<file path="src/rtl/uart_tx_sched_if.sv">
// uart_tx_sched_if: per-requester byte valid/ready bundle between the byte
// producers (master) and the UART transmit scheduler (slave).
interface uart_tx_sched_if #(
    parameter int NUM_REQ = 4
);
    logic [NUM_REQ-1:0]   req_valid;
    logic [8*NUM_REQ-1:0] req_data;
    logic [NUM_REQ-1:0]   req_ready;

    modport master (output req_valid, output req_data, input req_ready);
    modport slave  (input req_valid, input req_data, output req_ready);
endinterface

</file>
<file path="src/rtl/uart_tx_sched.sv">
// uart_tx_sched: round-robin scheduler sharing one 8N1 UART tx line between
// NUM_REQ byte sources. Define UART_TX_SCHED_PARITY_EN for an even-parity bit.
module uart_tx_sched #(
    parameter int NUM_REQ = 4,
    parameter int IDX_W   = 2
) (
    input  logic             clk,
    input  logic             rst,
    input  logic             tx_bd_en,
    uart_tx_sched_if.slave   req,
    output logic             tx,
    output logic             busy,
    output logic [IDX_W-1:0] grant_idx
);

`ifdef UART_TX_SCHED_PARITY_EN
    typedef enum logic [2:0] {IDLE, WAIT_START, DATA, PARITY, STOP} state_t;
`else
    typedef enum logic [2:0] {IDLE, WAIT_START, DATA, STOP} state_t;
`endif

    state_t           state, state_nxt;
    logic             tx_nxt;
    logic [7:0]       shreg, shreg_nxt;
    logic [2:0]       bit_cnt, bit_cnt_nxt;
    logic             data_done, data_done_nxt;
    logic [IDX_W-1:0] last, last_nxt;
    logic [IDX_W-1:0] grant_nxt;

    logic             win_found;
    logic [IDX_W-1:0] win_idx;
    logic [7:0]       win_byte;

    // Lowest index above `last` wins; otherwise wrap to the lowest index at or below it.
    always_comb begin
        // NOTE: every always_comb output gets a default first so no path leaves it unassigned and infers a latch.
        win_found = 1'b0;
        win_idx   = '0;
        win_byte  = '0;
        for (int i = NUM_REQ - 1; i >= 0; i--) begin
            if (req.req_valid[IDX_W'(i)] && (IDX_W'(i) <= last)) begin
                win_found = 1'b1;
                win_idx   = IDX_W'(i);
            end
        end
        for (int i = NUM_REQ - 1; i >= 0; i--) begin
            if (req.req_valid[IDX_W'(i)] && (IDX_W'(i) > last)) begin
                win_found = 1'b1;
                win_idx   = IDX_W'(i);
            end
        end
        for (int i = 0; i < NUM_REQ; i++) begin
            if (win_idx == IDX_W'(i)) win_byte = req.req_data[8*i +: 8];
        end
    end

    always_comb begin
        req.req_ready = '0;
        if (!rst && state == IDLE && win_found) req.req_ready[win_idx] = 1'b1;
    end

    assign busy = (state != IDLE);

    always_comb begin
        state_nxt     = state;
        tx_nxt        = tx;
        shreg_nxt     = shreg;
        bit_cnt_nxt   = bit_cnt;
        data_done_nxt = data_done;
        last_nxt      = last;
        grant_nxt     = grant_idx;
        case (state)
            IDLE: begin
                if (win_found) begin
                    shreg_nxt = win_byte;
                    last_nxt  = win_idx;
                    grant_nxt = win_idx;
                    state_nxt = WAIT_START;
                end
            end
            WAIT_START: begin
                if (tx_bd_en) begin
                    tx_nxt        = 1'b0;
                    bit_cnt_nxt   = '0;
                    data_done_nxt = 1'b0;
                    state_nxt     = DATA;
                end
            end
            DATA: begin
                if (tx_bd_en) begin
                    // data_done marks that bit 7 is already on the line.
                    if (data_done) begin
`ifdef UART_TX_SCHED_PARITY_EN
                        tx_nxt    = ^shreg;
                        state_nxt = PARITY;
`else
                        tx_nxt    = 1'b1;
                        state_nxt = STOP;
`endif
                    end else begin
                        tx_nxt        = shreg[bit_cnt];
                        bit_cnt_nxt   = bit_cnt + 3'd1;
                        data_done_nxt = (bit_cnt == 3'd7);
                    end
                end
            end
`ifdef UART_TX_SCHED_PARITY_EN
            PARITY: begin
                if (tx_bd_en) begin
                    tx_nxt    = 1'b1;
                    state_nxt = STOP;
                end
            end
`endif
            STOP: begin
                if (tx_bd_en) state_nxt = IDLE;
            end
            default: state_nxt = IDLE;
        endcase
    end

    // NOTE: sequential state uses non-blocking assignments so every flop samples pre-edge values.
    always_ff @(posedge clk) begin
        if (rst) begin
            state     <= IDLE;
            tx        <= 1'b1;
            shreg     <= '0;
            bit_cnt   <= '0;
            data_done <= 1'b0;
            last      <= IDX_W'(NUM_REQ - 1);
            grant_idx <= '0;
        end else begin
            state     <= state_nxt;
            tx        <= tx_nxt;
            shreg     <= shreg_nxt;
            bit_cnt   <= bit_cnt_nxt;
            data_done <= data_done_nxt;
            last      <= last_nxt;
            grant_idx <= grant_nxt;
        end
    end

endmodule

</file>
<file path="src/flat_wrapper.sv">
// flat-port wrapper written by rule: the top's interface ports become plain ports
module uart_tx_sched_flat 
#(
    parameter int NUM_REQ = 4,
    parameter int IDX_W   = 2
)
  (clk, rst, tx_bd_en, tx, busy, grant_idx, req_req_valid, req_req_data, req_req_ready);
  uart_tx_sched_if #(.NUM_REQ(NUM_REQ)) req_i ();
  input  logic clk;
  input  logic rst;
  input  logic tx_bd_en;
  output logic tx;
  output logic busy;
  output logic [IDX_W-1:0] grant_idx;
  input wire logic [$bits(req_i.req_valid)-1:0] req_req_valid;
  input wire logic [$bits(req_i.req_data)-1:0] req_req_data;
  output wire logic [$bits(req_i.req_ready)-1:0] req_req_ready;
  assign req_i.req_valid = req_req_valid;
  assign req_i.req_data = req_req_data;
  assign req_req_ready = req_i.req_ready;
  uart_tx_sched #(.NUM_REQ(NUM_REQ), .IDX_W(IDX_W)) u_core (.clk(clk), .rst(rst), .tx_bd_en(tx_bd_en), .req(req_i), .tx(tx), .busy(busy), .grant_idx(grant_idx));
endmodule
</file>
<file path="config.mk">
export PLATFORM = sky130hd
export DESIGN_NAME = uart_tx_sched_flat
export DESIGN_NICKNAME = d
export VERILOG_FILES = /design/src/rtl/uart_tx_sched_if.sv /design/src/rtl/uart_tx_sched.sv /design/src/flat_wrapper.sv
export SDC_FILE = /design/constraint.sdc
export NUM_CORES = 1
export LEC_CHECK = 0
export ABC_AREA = 1
export ABC_CLOCK_PERIOD_IN_PS = 3000
export CORE_ASPECT_RATIO = 0.9
export CORE_MARGIN = 2
export CORE_UTILIZATION = 25
export CTS_CLUSTER_DIAMETER = 100
export DETAILED_ROUTE_END_ITERATION = 12
export PLACE_DENSITY = 0.62
export REMOVE_ABC_BUFFERS = 1
export SLEW_MARGIN = 20
export SYNTH_ARGS = -nofsm -noshare
export SYNTH_HDL_FRONTEND = slang
export SYNTH_SLANG_ARGS = --single-unit
</file>
<file path="constraint.sdc">
create_clock -name clk -period 3 [get_ports clk]
set_input_delay 0.6 -clock clk [delete_from_list [all_inputs] [get_ports clk]]
set_output_delay 0.6 -clock clk [all_outputs]
set_load 0.01 [all_outputs]
</file>
# == Word-level counts from Yosys, hierarchy flattened ==
# Index checks and enable logic that the tools add are counted.
# word_totals
register_bits,20
out_inout_bits,8
mem_bits_ro,0
inputBits,39
word_cells,77
latch_bits,0
mem_bits_rw,0
mem_count,0
# classes
mul,0
div,0
magnitude_cmp,7
eq_ne,13
addsub,1
n_bitwise,0
reduce_logical,16
shift,0
muxes,33
# ops
operator,count
8-bit 2-to-1 mux,4
3-bit 2-to-1 mux,7
1-bit 2-to-1 mux,15
3-bit one-hot mux with 4 select lines,1
"2-bit inequality test, second input constant",4
1-bit logical AND,7
"3-bit by 2-bit == test with 1-bit output, second input constant",2
3-bit one-hot mux with 2 select lines,1
5-bit AND reduction,1
"1-bit by 2-bit == test with 1-bit output, second input constant",2
"1-bit by 2-bit > comparator with 1-bit output, first input constant",2
"1-bit by 2-bit less-or-equal comparator with 1-bit output, first input constant",2
"3-bit by 4-bit less-than comparator with 1-bit output, second input constant",1
4-bit 2-to-1 mux,1
"2-bit by 1-bit inequality test with 1-bit output, second input constant",2
1-bit one-hot mux with 2 select lines,2
4-bit AND reduction,1
"3-bit by 1-bit adder with 3-bit output, second input constant",1
1-bit binary-select mux with 3-bit select,1
"3-bit by 1-bit == test with 1-bit output, second input constant",1
"3-bit == test, second input constant",1
3-bit zero test,1
"1-bit by 3-bit less-than comparator with 1-bit output, second input constant",1
3-bit AND reduction,1
other kinds (8),8

# == Logic depth before layout (Yosys ltp) ==
# depth
word_depth,11
mapped_depth,9

# == Worst setup path after synthesis ==
# No wires, ideal clock.
# synth_timing
path_type,register to output
startpoint,register u_core.state[0]
endpoint,output req_req_ready[0]
required_ns,2.400
path_stages_with_launch,7
setup_slack_ns,1.279
arrival_ns,1.121
n_path_buf,0
path_cell_list,dfxtp_1 inv_1 ha_1 inv_2 nor2_8 inv_2 nor3_2
# synth_between
elab_chain_cells,4
# synth_lines
item,line_no,rtl
from (decl),uart_tx_sched.sv:22,"state_t state, state_nxt;"
from (signal assigned),uart_tx_sched.sv:133,state <= state_nxt;
3-bit zero test,uart_tx_sched.sv:59,if (!rst && state == IDLE && win_found) req.req_ready[win_idx] = 1'b1;
1-bit logical AND (2 in a row),uart_tx_sched.sv:59,
4-bit 2-to-1 mux,uart_tx_sched.sv:59,
to (decl),flat_wrapper.sv:17,output wire logic [$bits(req_i.req_ready)-1:0] req_req_ready;
# Every way passes these cells.

# == Worst setup path after layout ==
# layout_timing
startpoint,input req_req_valid[0]
endpoint,output req_req_ready[0]
# layout_between
elab_chain_cells,9
elab_cells_between_ends,15
# layout_lines
item,line_no,rtl
from (decl),flat_wrapper.sv:15,input wire logic [$bits(req_i.req_valid)-1:0] req_req_valid;
1-bit logical AND,uart_tx_sched.sv:41,if (req.req_valid[IDX_W'(i)] && (IDX_W'(i) <= last)) begin
1-bit 2-to-1 mux,uart_tx_sched.sv:41,
1-bit 2-to-1 mux (2 in a row),uart_tx_sched.sv:47,if (req.req_valid[IDX_W'(i)] && (IDX_W'(i) > last)) begin
1-bit by 3-bit less-than comparator with 1-bit output (implied by the code) or 1-bit greater-or-equal comparator (tied branches),uart_tx_sched.sv:59,
1-bit logical AND (implied by the code),uart_tx_sched.sv:59,
1-bit 2-to-1 mux (implied by the code),uart_tx_sched.sv:59,
1-bit demux with 2-bit select,-,
4-bit 2-to-1 mux *,uart_tx_sched.sv:59,
# Mark *: on every way between the ends. The rest lies on a longest branch, timed or not.

==> metrics.txt <==
outcome=complete, no violations; Starting Density=26.44%; post-route clock skew=0.004286 ns; Area Overhead vs Synth=34.89%; Synth area leader=dfxtp_1; maximum VDD drop=0.3076 mV; dpl cells=208; min cycle time layout=2.709 ns; clock-pin slew on the worst setup and hold paths=approximately 0.070 ns; CP max FO=9; final core occ=35.66%; Resize count post-CTS=0; most common cell after layout, fill and taps aside=nand2_1; Setup Total Neg Slack=0 ns; share of cells above drive strength 1=10.84%; PD cells=between 700 and 800 mW/mm^2; die area=about 0.0045 sq mm; Syn Inst Count=roughly 140; Longest Clk Path Bufs=2; antenna violations before repair=0; CTS H-tree depth=1; Synth warnings=0; fin nets=212; Num CTS Buffers=3; most frequent cells in the layout=38 x nand2_1, 25 x clkdlybuf4s50_1, 18 x dfxtp_1, 12 x inv_1; CTS sink cnt=18; Synth top area share=36.27%; IO Pins=47; vias in the first global route=883; per-cell routed wire length=10.17 microns; Fin. Hold Viols=0; DR pass1 iterations=4; die width=70.45 microns; max-slew violation count=0; crit-path cells=clkdlybuf4s50_1, nand2_2, nand2_4, clkinv_2, nor3_2, clkdlybuf4s50_1; fin cells=around 210; Synth Cell Area=about 990 sq um; placed cell area=0.001285 sq mm; Root Buffer=clkbuf_8; Critical-path top delay cell=clkdlybuf4s50_1; most frequent CP cell=clkdlybuf4s50_1; Final HPWL DP=1.577 mm; drt initial violations=34; # diodes=0; gpl congestion=a little over 0.8; post-route ant nets=0; worst-skew pair later-pin latency=0.26 ns; largest net degree at the start of global routing=19; Critical Path RT=about 2.4 ns; flops & latches, synth=18; cells taking the most area after synthesis=dfxtp_1 36%, nand2_1 14%, ha_1 7.6%; DR vias/cell=4.330; IO buf count=25; maxcap violations=0; CTS Hold Bufs=0; Finish-stage setup viols=0; critical path arrival=~2.1 ns; overflow left after global routing=0; RSZ-0062 raised after global routing=no; Peak Freq=369.1 MHz; leakage power=roughly 0.57 nW; Post-route DRC=0; Post-CTS Setup Bufs=0; Final Power=0.9452 mW; die height=roughly 64 microns; GRT Overall Usage=10.52%; Yosys cell types=23; period utilization=90.30%; CTS tree=built; Final Cell Area=0.001340 sq mm; Worst Setup End Kind=output port; DR vias=918; syn avg cell area=around 7 sq um; crit-path max cell delay=~0.55 ns; first-pass GRT wire length=3.788 mm; type of the worst setup path=primary input to output port; row count=21; crit path launch type=primary input; sequential element share of the synthesized area=a little over a third; Hold Crit Class=flop to flop; core region area=between 0.003 and 0.004 sq mm; drt total wl=2.157 mm
==> power by group <==
part	switching [mW]	internal, mW
combinational	0.215	0.173
sequential	0.0449	0.312
clock	0.0836	0.117
total	0.343	0.602
==> logic make-up (layout without fill, tap and decap cells) <==
family,Yosys count,in the layout,synth area share (%)
AND/OR/NAND/NOR,62,62,28.97
buffers and inverters,22,48,10.45
adder cells (fa/ha/maj),6,6,7.556
AO/OA/AOI/OAI,29,29,16.37
flip-flops,18,18,36.27
other,1,3,0.3775
==> worst max-delay path: cells and delay by family <==
kind	cells	cell delay, ns
AND/OR/NAND/NOR	3	0.32
buffers and inverters	3	1.18
==> sequential cells by signal, summed over array words and instances (netlist names) <==
name              count
u_core.shreg          8
u_core.bit_cnt        3
u_core.last           2
u_core.state          2
u_core.data_done      1
u_core.grant_idx      1
u_core.tx             1
==> metal layers <==
metal	wire, microns	vias to the layer above	global-route usage [%]
met4	41	0	5.048
li1	-	498	-
met1	1123	396	14.23
met2	881	20	15.57
met5	0	-	0
met3	111	4	2.681
==> worst paths after layout <==
path,to,cells past startpoint,slack [ns],start
hold / removal,u_core.last[1],2,0.46,u_core.last[1]
setup reg to reg,u_core.state[0],8,1.59,u_core.state[0]
hold reg to reg,u_core.last[1],2,0.46,u_core.last[1]
setup / recovery,req_req_ready[0],6,0.29,req_req_valid[0]
==> cells in the mapped netlist <==
library cell / count
nand2_2: 2
conb_1: 1
nor2_4: 1
o211ai_2: 1
ha_1: 6
nand2_4: 1
clkinv_2: 1
o21ai_1: 10
buf_4: 3
nand3b_1: 1
o21ai_0: 4
dfxtp_1: 18
nand2_1: 38
inv_2: 4
nor3_2: 1
nor2_1: 10
buf_2: 1
buf_6: 1
a21oi_1: 6
nand3_1: 7
a31oi_1: 8
inv_1: 12
nor2_8: 1
==> area by class of cell <==
type / count / area, sq um
sequential: 18 / 360.3
tap: 46 / 57.56
multi-input combinational: 100 / 536.8
timing repair buffer: 27 / 265.3
clock buffer: 4 / 55.05
inverter: 17 / 65.06
fill: 420 / 2417
==> stage by stage <==
stage	hold WS [ns]	setup slack [ns]
6_report	0.4563	0.2910
5_1_grt	0.4885	0.2231
4_1_cts	0.4617	0.2766
3_5_place_dp	0.4490	0.2890
3_3_place_gp	0.4455	0.2768
2_1_floorplan	0.4336	1.214
(Power assumes the default switching activity.)
